--- src/rtl/mem_port_arbiter.sv ---
// rtl/mem_port_arbiter.sv - fetch/data port arbiter for one shared single-port memory
// Grants one port at a time, runs a req/ack bus cycle with watchdog, returns a ready pulse.
module mem_port_arbiter #(
  parameter int AW = 32,
  parameter int DW = 32,
  parameter int TIMEOUT = 255
) (
  input  logic            clk,
  input  logic            rst_n,
  input  logic            i_req,
  input  logic [AW-1:0]   i_addr,
  output logic [DW-1:0]   i_rdata,
  output logic            i_ready,
  input  logic            d_req,
  input  logic            d_we,
  input  logic [AW-1:0]   d_addr,
  input  logic [DW-1:0]   d_wdata,
  input  logic [DW/8-1:0] d_wmask,
  output logic [DW-1:0]   d_rdata,
  output logic            d_ready,
  output logic            m_req,
  output logic            m_we,
  output logic [AW-1:0]   m_addr,
  output logic [DW-1:0]   m_wdata,
  output logic [DW/8-1:0] m_wmask,
  input  logic [DW-1:0]   m_rdata,
  input  logic            m_ack,
  output logic            err,
  output logic            busy
);

  localparam int MW  = DW / 8;
  localparam int WDW = (TIMEOUT > 0) ? $clog2(TIMEOUT + 1) : 1;
  localparam logic OWN_I = 1'b0;
  localparam logic OWN_D = 1'b1;

  typedef enum logic [1:0] {
    S_IDLE,
    S_BUS,
    S_RESP
  } state_t;

  state_t          state_q, state_d;
  logic            owner_q, owner_d;
  logic            last_q, last_d;
  logic            m_we_q, m_we_d;
  logic [AW-1:0]   m_addr_q, m_addr_d;
  logic [DW-1:0]   m_wdata_q, m_wdata_d;
  logic [MW-1:0]   m_wmask_q, m_wmask_d;
  logic [DW-1:0]   i_rdata_q, i_rdata_d;
  logic [DW-1:0]   d_rdata_q, d_rdata_d;
  logic            err_q, err_d;
  logic [WDW-1:0]  wd_q, wd_d;
  logic            pick_d;

  always_comb begin
    state_d   = state_q;
    owner_d   = owner_q;
    last_d    = last_q;
    m_we_d    = m_we_q;
    m_addr_d  = m_addr_q;
    m_wdata_d = m_wdata_q;
    m_wmask_d = m_wmask_q;
    i_rdata_d = i_rdata_q;
    d_rdata_d = d_rdata_q;
    err_d     = 1'b0;
    wd_d      = wd_q;
    pick_d    = 1'b0;

    case (state_q)
      S_IDLE: begin
        if (i_req || d_req) begin
          // On a tie the port that was not served last wins.
          pick_d = d_req && (!i_req || (last_q == OWN_I));
          if (pick_d) begin
            owner_d   = OWN_D;
            m_we_d    = d_we;
            m_addr_d  = d_addr;
            m_wdata_d = d_wdata;
            m_wmask_d = d_wmask;
          end else begin
            owner_d   = OWN_I;
            m_we_d    = 1'b0;
            m_addr_d  = i_addr;
            m_wmask_d = '0;
          end
          last_d  = owner_d;
          wd_d    = '0;
          state_d = S_BUS;
        end
      end
      S_BUS: begin
        if (m_ack) begin
          if (owner_q == OWN_D) d_rdata_d = m_rdata;
          else                  i_rdata_d = m_rdata;
          state_d = S_RESP;
        end else begin
          wd_d = wd_q + WDW'(1);
          // Ack is checked first, so an ack on the expiry cycle still completes cleanly.
          if ((TIMEOUT != 0) && (wd_d == WDW'(TIMEOUT))) begin
            if (owner_q == OWN_D) d_rdata_d = '0;
            else                  i_rdata_d = '0;
            err_d   = 1'b1;
            state_d = S_RESP;
          end
        end
      end
      S_RESP: begin
        state_d = S_IDLE;
      end
      default: begin
        state_d = S_IDLE;
      end
    endcase
  end

  always_ff @(posedge clk) begin
    if (!rst_n) begin
      state_q   <= S_IDLE;
      owner_q   <= OWN_I;
      last_q    <= OWN_I;
      m_we_q    <= 1'b0;
      m_addr_q  <= '0;
      m_wdata_q <= '0;
      m_wmask_q <= '0;
      i_rdata_q <= '0;
      d_rdata_q <= '0;
      err_q     <= 1'b0;
      wd_q      <= '0;
    end else begin
      state_q   <= state_d;
      owner_q   <= owner_d;
      last_q    <= last_d;
      m_we_q    <= m_we_d;
      m_addr_q  <= m_addr_d;
      m_wdata_q <= m_wdata_d;
      m_wmask_q <= m_wmask_d;
      i_rdata_q <= i_rdata_d;
      d_rdata_q <= d_rdata_d;
      err_q     <= err_d;
      wd_q      <= wd_d;
    end
  end

  assign m_req   = (state_q == S_BUS);
  assign busy    = (state_q != S_IDLE);
  assign i_ready = (state_q == S_RESP) && (owner_q == OWN_I);
  assign d_ready = (state_q == S_RESP) && (owner_q == OWN_D);
  assign err     = err_q;
  assign m_we    = m_we_q;
  assign m_addr  = m_addr_q;
  assign m_wdata = m_wdata_q;
  assign m_wmask = m_wmask_q;
  assign i_rdata = i_rdata_q;
  assign d_rdata = d_rdata_q;

endmodule
--- config.mk ---
export PLATFORM = sky130hd
export DESIGN_NAME = mem_port_arbiter
export DESIGN_NICKNAME = d
export VERILOG_FILES = /design/src/rtl/mem_port_arbiter.sv
export SDC_FILE = /design/constraint.sdc
export NUM_CORES = 1
export LEC_CHECK = 0
export CAP_MARGIN = 20
export CORE_MARGIN = 5
export CORE_UTILIZATION = 42
export CTS_CLUSTER_DIAMETER = 100
export DETAILED_ROUTE_END_ITERATION = 10
export PLACE_DENSITY = 0.84
export REMOVE_ABC_BUFFERS = 1
export SLEW_MARGIN = 20
export SYNTH_ARGS = -nofsm -noshare
export SYNTH_HDL_FRONTEND = slang
export SYNTH_SLANG_ARGS = --single-unit
--- constraint.sdc ---
create_clock -name clk -period 2 [get_ports clk]
set_input_delay 0.6 -clock clk [delete_from_list [all_inputs] [get_ports clk]]
set_output_delay 0.6 -clock clk [all_outputs]
set_load 0.02 [all_outputs]
==> metrics, run 1 <==
syn avg cell area=8.78 µm²; post-synth cell types=38; DIE WIDTH=131 µm; Post-Layout Inst Area=10,000 µm²; CP Capture Type=output pin; TritonCTS clock tree=built; drt wl/cell=16.7 µm; DRC Markers=0; r2r startpoint=wd_q[0]$_SDFFE_PN0P_; M1 GR Usage=26.5%; Critical R2R Capture=i_rdata[0]$_SDFFE_PN0P_; crit path kind=reg2out; Stages on worst setup path=1; worst setup margin=0.0380 ns; initial core utilization=42.6%; CP startpoint kind=flip-flop; worst path required time=1.40 ns; top post-synthesis cells by area=dfxtp_1, nand2_1, o21ai_0; Post-synth EDFFs=0; grt peak-use layer=met2; status=finished, final reports clean; HPWL after detailed placement=14.0 mm; grt met2 use=36.1%; VDD IR max=0.000548 V; CTS sink count=145; number of diodes=0; share of cells above drive strength 1=10.2%; number of DRC markers in iteration 0=286; Slew HR=77.8%; Worst EP arrival=1.36 ns; Slew @ Worst Pin=0.333 ns; Worst setup startpoint=i_rdata[15]$_SDFFE_PN0P_; cell family with most CP delay=buffers and inverters; TritonCTS buffer count=17; final worst-path cycle share=98.1%; Ys Warns=0; IO Port Bufs=275; Buffers & Inverters on Critical Path=1; min Tclk post-route=1.96 ns; cell count of the worst hold path=2; Worst Hold Slack=0.450 ns; Post-Route WL=19.6 mm; Die Area=17,200 µm²; RSZ-0062 raised after global routing=true; crit-path cells=clkdlybuf4s50_1; PD cells=808 nW/µm²; static leakage=5.24 nW; H-tree levels=4; maximum clock frequency=510 MHz; largest net degree at the start of global routing=72; via count=6,065; setup_tns=0 ns; Clock transition at path regs=0.06 ns; vias per std cell=5.17; FF-to-FF setup slack=0.20 ns; Setup Skew=0.00714 ns; asr flop ratio synth=0%; Core Rows=44; Final Hold Vio Count=0; gr ovfl total=0; Synth-to-Final Area Change=63.2%; worst setup path end=i_rdata[15]; Tot Pwr=8.11 mW; critical path's slowest cell=clkdlybuf4s50_1; cell accounting for the most synthesized area=dfxtp_1; MaxCap Viol Count=0; I/O pin total=276; vias in the first global route=5,867; Synth Instances=700; Post-synth top flop=dfxtp_1; die height=131 µm; Antenna Nets Post-Route=0; clk buf depth=2; root buf cell=clkbuf_16; synth cell count leaders=dfxtp_1, nand2_1, o21ai_0; initial antenna violation count=0; fin. max-slew vios=0; DR pass1 iterations=4; post-synthesis sequential area ratio=47.2%; Clock Latency Late Sink=0.41 ns; RePlAce Congestion=0.771; met3 Use GR=6.87%; Hold Path Class=reg2reg; Seq cells post-synth=145; global-route wire length before repair=29.6 mm; Post-DP Area=9280 µm²; core area=14,400 µm²; Setup Viol. Count Final=0; Post-Syn Area=6150 µm²; most numerous cell in the Yosys netlist=dfxtp_1; total track usage=21.8%; share of the synthesized area in the top cell type=47.2%; post-CTS setup buffer count=0; final net count=1,118; Hold-fix buffers, CTS=0; Setup Slack @ Placement=-0.162 ns; CP max FO=2; Worst path max stage delay=0.63 ns; reg2reg path depth=7
[per-layer routing]
layer | wire length (µm) | vias up
met4 | 467 | 0
met5 | 0 | -
li1 | - | 2996
met1 | 7910 | 2812
met3 | 1690 | 29
met2 | 9540 | 228
[state kept, by name (all words and copies together) (netlist names), 2 cells and up]
name,flops
d_rdata,32
i_rdata,32
m_addr,32
m_wdata,32
wd_q,8
m_wmask,4
state_q,2
[how the worst min path moves through the flow]
stage                                        start                  endpoint  slack, ns
after floorplan               wd_q[7]$_SDFFE_PN0P_      wd_q[7]$_SDFFE_PN0P_       0.47
after global placement    m_wdata[13]$_SDFFE_PN0P_  m_wdata[13]$_SDFFE_PN0P_       0.44
after detailed placement  m_wdata[13]$_SDFFE_PN0P_  m_wdata[13]$_SDFFE_PN0P_       0.45
after CTS                 m_wdata[13]$_SDFFE_PN0P_  m_wdata[13]$_SDFFE_PN0P_       0.45
after global routing      m_wdata[13]$_SDFFE_PN0P_  m_wdata[13]$_SDFFE_PN0P_       0.48
final                     m_wdata[13]$_SDFFE_PN0P_  m_wdata[13]$_SDFFE_PN0P_       0.45
[placed cells by master, fill, tap and decap left out, drive strengths merged]
cell and count:
nor3b 2, a21oi 2, xnor2 3, clkdlybuf4s50 188
and3b 1, ha 2, and2b 1, mux2 1
a31o 1, clkbuf 21, o21bai 1, dlymetal6s2s 70
a31oi 64, buf 44, a22o 1, nand2 139
mux2i 33, nor2b 10, nand3 5, clkinv 4
dlygate4sd2 14, nor2 69, clkdlybuf4s15 1, inv 2
o211a 32, nand2b 3, bufinv 3, xor2 2
and3 6, clkinvlp 3, dfxtp 145, a22oi 6
nor3 1, and2 2, o21ai 72, o21a 1
a21boi 34
[area by class of cell]
| class | instances | area (µm²) |
|---|---|---|
| Fill cell | 1087 | 4400 |
| Timing Repair Buffer | 318 | 3340 |
| Multi-Input combinational cell | 494 | 2950 |
| Sequential cell | 145 | 2900 |
| Clock buffer | 20 | 457 |
| Tap cell | 184 | 230 |
| Clock inverter | 10 | 136 |
| Inverter | 2 | 7.51 |
[cells by family (layout without fill, tap and decap cells)]
logic type / Yosys count / count (layout) / share of synthesized area [%]
xor gates and xnor gates: 5 / 5 / 0.713
AOI/OAI and AO/OA: 214 / 214 / 25.1
and+or+nand+nor: 239 / 239 / 16.0
buffers and inverters: 61 / 350 / 4.99
muxes: 34 / 34 / 5.56
DFF: 145 / 145 / 47.2
adders and majority gates: 2 / 2 / 0.407
[report_power, final]
| group | switching, mW | total [mW] | internal [mW] |
|---|---|---|---|
| Clock | 1.19 | 3.20 | 2.01 |
| Sequential | 0.0953 | 3.17 | 3.08 |
| Combinational | 0.880 | 1.73 | 0.855 |
[metrics by stage]
step | utilization, % | cells
2_1_floorplan | - | 641
4_1_cts | 68.3 | 1173
6_report | 69.5 | 1173
3_3_place_gp | 64.3 | 1143
3_5_place_dp | 64.3 | 1143
5_1_grt | 69.5 | 1173
[what timing repair did]
action	4_1_cts	5_1_grt
endpoints found under the setup margin	16	72
pin swaps	0	0
resized for setup	20	71
No activity file was read; power rests on OpenSTA's default activity.
==> inputs of run 2 (changes only) <==
- CORE_MARGIN: 5 -> 2
- TNS_END_PERCENT: unset -> 1
==> run 2 against run 1 <==
  * Routed wire length down 6.4%
  * Worst setup slack worse by 0.0082 ns
  * Power up 3.4%
  * Critical endpoint is now i_rdata[9]
  * Clock-buffer cell count down 1
  * Fmax down 0.42%
  * Via count down 0.71%
==> metrics, run 2 (synthesis results as in run 1) <==
status=finished, final reports clean; Clock Latency Late Sink=0.41 ns (about the same); Core Rows=44 (unchanged); I/O pin total=276 (unchanged); initial antenna violation count=0 (unchanged); grt peak-use layer=met2; root buf cell=clkbuf_16; IO Port Bufs=275 (unchanged); Hold Path Class=reg2reg; Worst path max stage delay=0.61 ns (-0.02 ns); MaxCap Viol Count=0 (unchanged); Post-Route WL=18.4 mm (-6.4%); Reg power frac=37.9% (-1.3 points); commonest non-fill, non-tap cell in the layout=clkdlybuf4s50_1; grt met2 use=38.5% (+2.4 points); gr ovfl total=0 (unchanged); Slew @ Worst Pin=0.382 ns (+0.0484 ns); largest net degree at the start of global routing=71 (-1.4%); Net Sw Frac=26.3% (-0.36 points); final net count=1,109 (-0.81%); met3 Use GR=6.03% (-0.84 points); TritonCTS clock tree=built; final worst-path cycle share=98.5% (+0.41 points); RSZ-0062 raised after global routing=true; via count=6,022 (-0.71%); vias in the first global route=5,811 (-0.95%); Slew HR=74.5% (-3.2 points); FF-to-FF setup slack=0.19 ns (about the same); Antenna Nets Post-Route=0 (unchanged); Synth-to-Final Area Change=63.1% (about the same); global-route wire length before repair=29.4 mm (-0.75%); M1 GR Usage=28.4% (+1.9 points); min Tclk post-route=1.97 ns (+0.00820 ns); H-tree levels=4 (unchanged); crit path kind=reg2out; CP Capture Type=output pin; initial core utilization=42.6% (unchanged); critical path's slowest cell=clkdlybuf4s50_1; Fillers=1,103 (+1.5%); Sw Pwr=2.21 mW (+2.0%); Clock transition at path regs=0.06 ns (about the same); maximum clock frequency=508 MHz (-0.42%); number of diodes=0 (unchanged); die height=125 µm (-4.6%); Setup Viol. Count Final=0 (unchanged); Buffers & Inverters on Critical Path=1 (unchanged); CP max FO=2 (unchanged); Worst EP arrival=1.37 ns (about the same); CTS sink count=145 (unchanged); fin. max-slew vios=0 (unchanged); fin util=69.5% (about the same); Internal=6.17 mW (+3.9%); Logic pwr share=20.9% (-0.5 points); commonest non-fill, non-tap cells in the layout=clkdlybuf4s50_1, dfxtp_1, nand2_1; core area=14,400 µm² (unchanged); worst path required time=1.40 ns (about the same); total track usage=22.9% (+1.1 points); DRC Markers=0 (unchanged); DR pass1 iterations=4 (unchanged); number of DRC markers in iteration 0=268 (-6.3%); post-CTS setup buffer count=0 (unchanged); Die Area=15,600 µm² (-9.0%); setup_tns=0 ns (unchanged); RePlAce Congestion=0.835 (+8.3%); Clock power frac=41.2% (+1.8 points); CP startpoint kind=flip-flop; PD cells=836 nW/µm² (+3.4%); share of cells above drive strength 1=9.67% (-0.54 points); HPWL after detailed placement=13.0 mm (-7.0%); DIE WIDTH=125 µm (-4.6%); Setup Skew=0.00657 ns (-0.000574 ns); Final Hold Vio Count=0 (unchanged); static leakage=4.86 nW (-7.2%); TritonCTS buffer count=17 (unchanged); clk buf depth=2 (unchanged); crit-path cells=clkdlybuf4s50_1; VDD IR max=0.000548 V (about the same); cell family with most CP delay=buffers and inverters; drt wl/cell=15.7 µm (-5.8%); vias per std cell=5.16 (-0.11%); Hold-fix buffers, CTS=0 (unchanged)
[run 2: per-stage QoR]
stage | instances | hold WS [ns] | setup slack [ns] | cell area, µm² | power, mW
after floorplan | 641 | 0.473 | -2.52 | 5850 | 4.00
after global placement | 1134 | 0.440 | -0.111 | 9260 | 4.99
after detailed placement | 1134 | 0.449 | -0.124 | 9260 | 5.01
after CTS | 1166 | 0.457 | 0.00375 | 9900 | 8.47
after global routing | 1166 | 0.477 | -0.00592 | 10000 | 8.73
final | 1166 | 0.455 | 0.0298 | 10000 | 8.38
[run 2: worst paths after layout]
| path | to | depth (start not counted) | from |
|---|---|---|---|
| setup reg to reg | d_rdata[21]$_SDFFE_PN0P_ | 7 | wd_q[0]$_SDFFE_PN0P_ |
| hold / removal | m_wdata[13]$_SDFFE_PN0P_ | 2 | m_wdata[13]$_SDFFE_PN0P_ |
| hold reg to reg | m_wdata[13]$_SDFFE_PN0P_ | 2 | m_wdata[13]$_SDFFE_PN0P_ |
| setup / recovery | i_rdata[9] | 1 | i_rdata[9]$_SDFFE_PN0P_ |
[run 2: layout make-up]
type | count | area, µm² | share of cell area, %
inverter | 2 | 7.51 | 0.0749
timing repair buffer | 309 | 3280 | 32.7
clock buffer | 19 | 433 | 4.32
tap | 184 | 230 | 2.30
sequential | 145 | 2900 | 29.0
multi-input combinational | 494 | 2960 | 29.5
clock inverter | 13 | 209 | 2.08
[run 2: layer usage]
layer / vias up / routed length [µm]
met5: - / 0
met4: 0 / 400
met3: 33 / 1230
met2: 215 / 8720
met1: 2793 / 8000
li1: 2981 / -
[run 2: tightest hold or removal path, delay by kind of cell (launching register included)]
| family | cells | cell delay [ns] |
|---|---|---|
| AO/OA/AOI/OAI | 1 | 0.05 |
| flip-flops | 1 | 0.31 |
| AND/OR/NAND/NOR | 1 | 0.05 |
[run 2: what timing repair did]
item | 4_1_cts | 5_1_grt
cloned | 0 | 0
endpoints found under the setup margin | 12 | 51
gates resized for setup | 18 | 51
pin swaps | 0 | 0
[run 2: power groups by stage]
stage               sequential (mW)  clock (mW)  combinational (mW)
floorplan                      3.45           0               0.544
global placement               3.23           0                1.75
detailed placement             3.24           0                1.77
CTS                            3.18        3.52                1.77
global route                   3.20        3.66                1.87
finish                         3.18        3.45                1.75
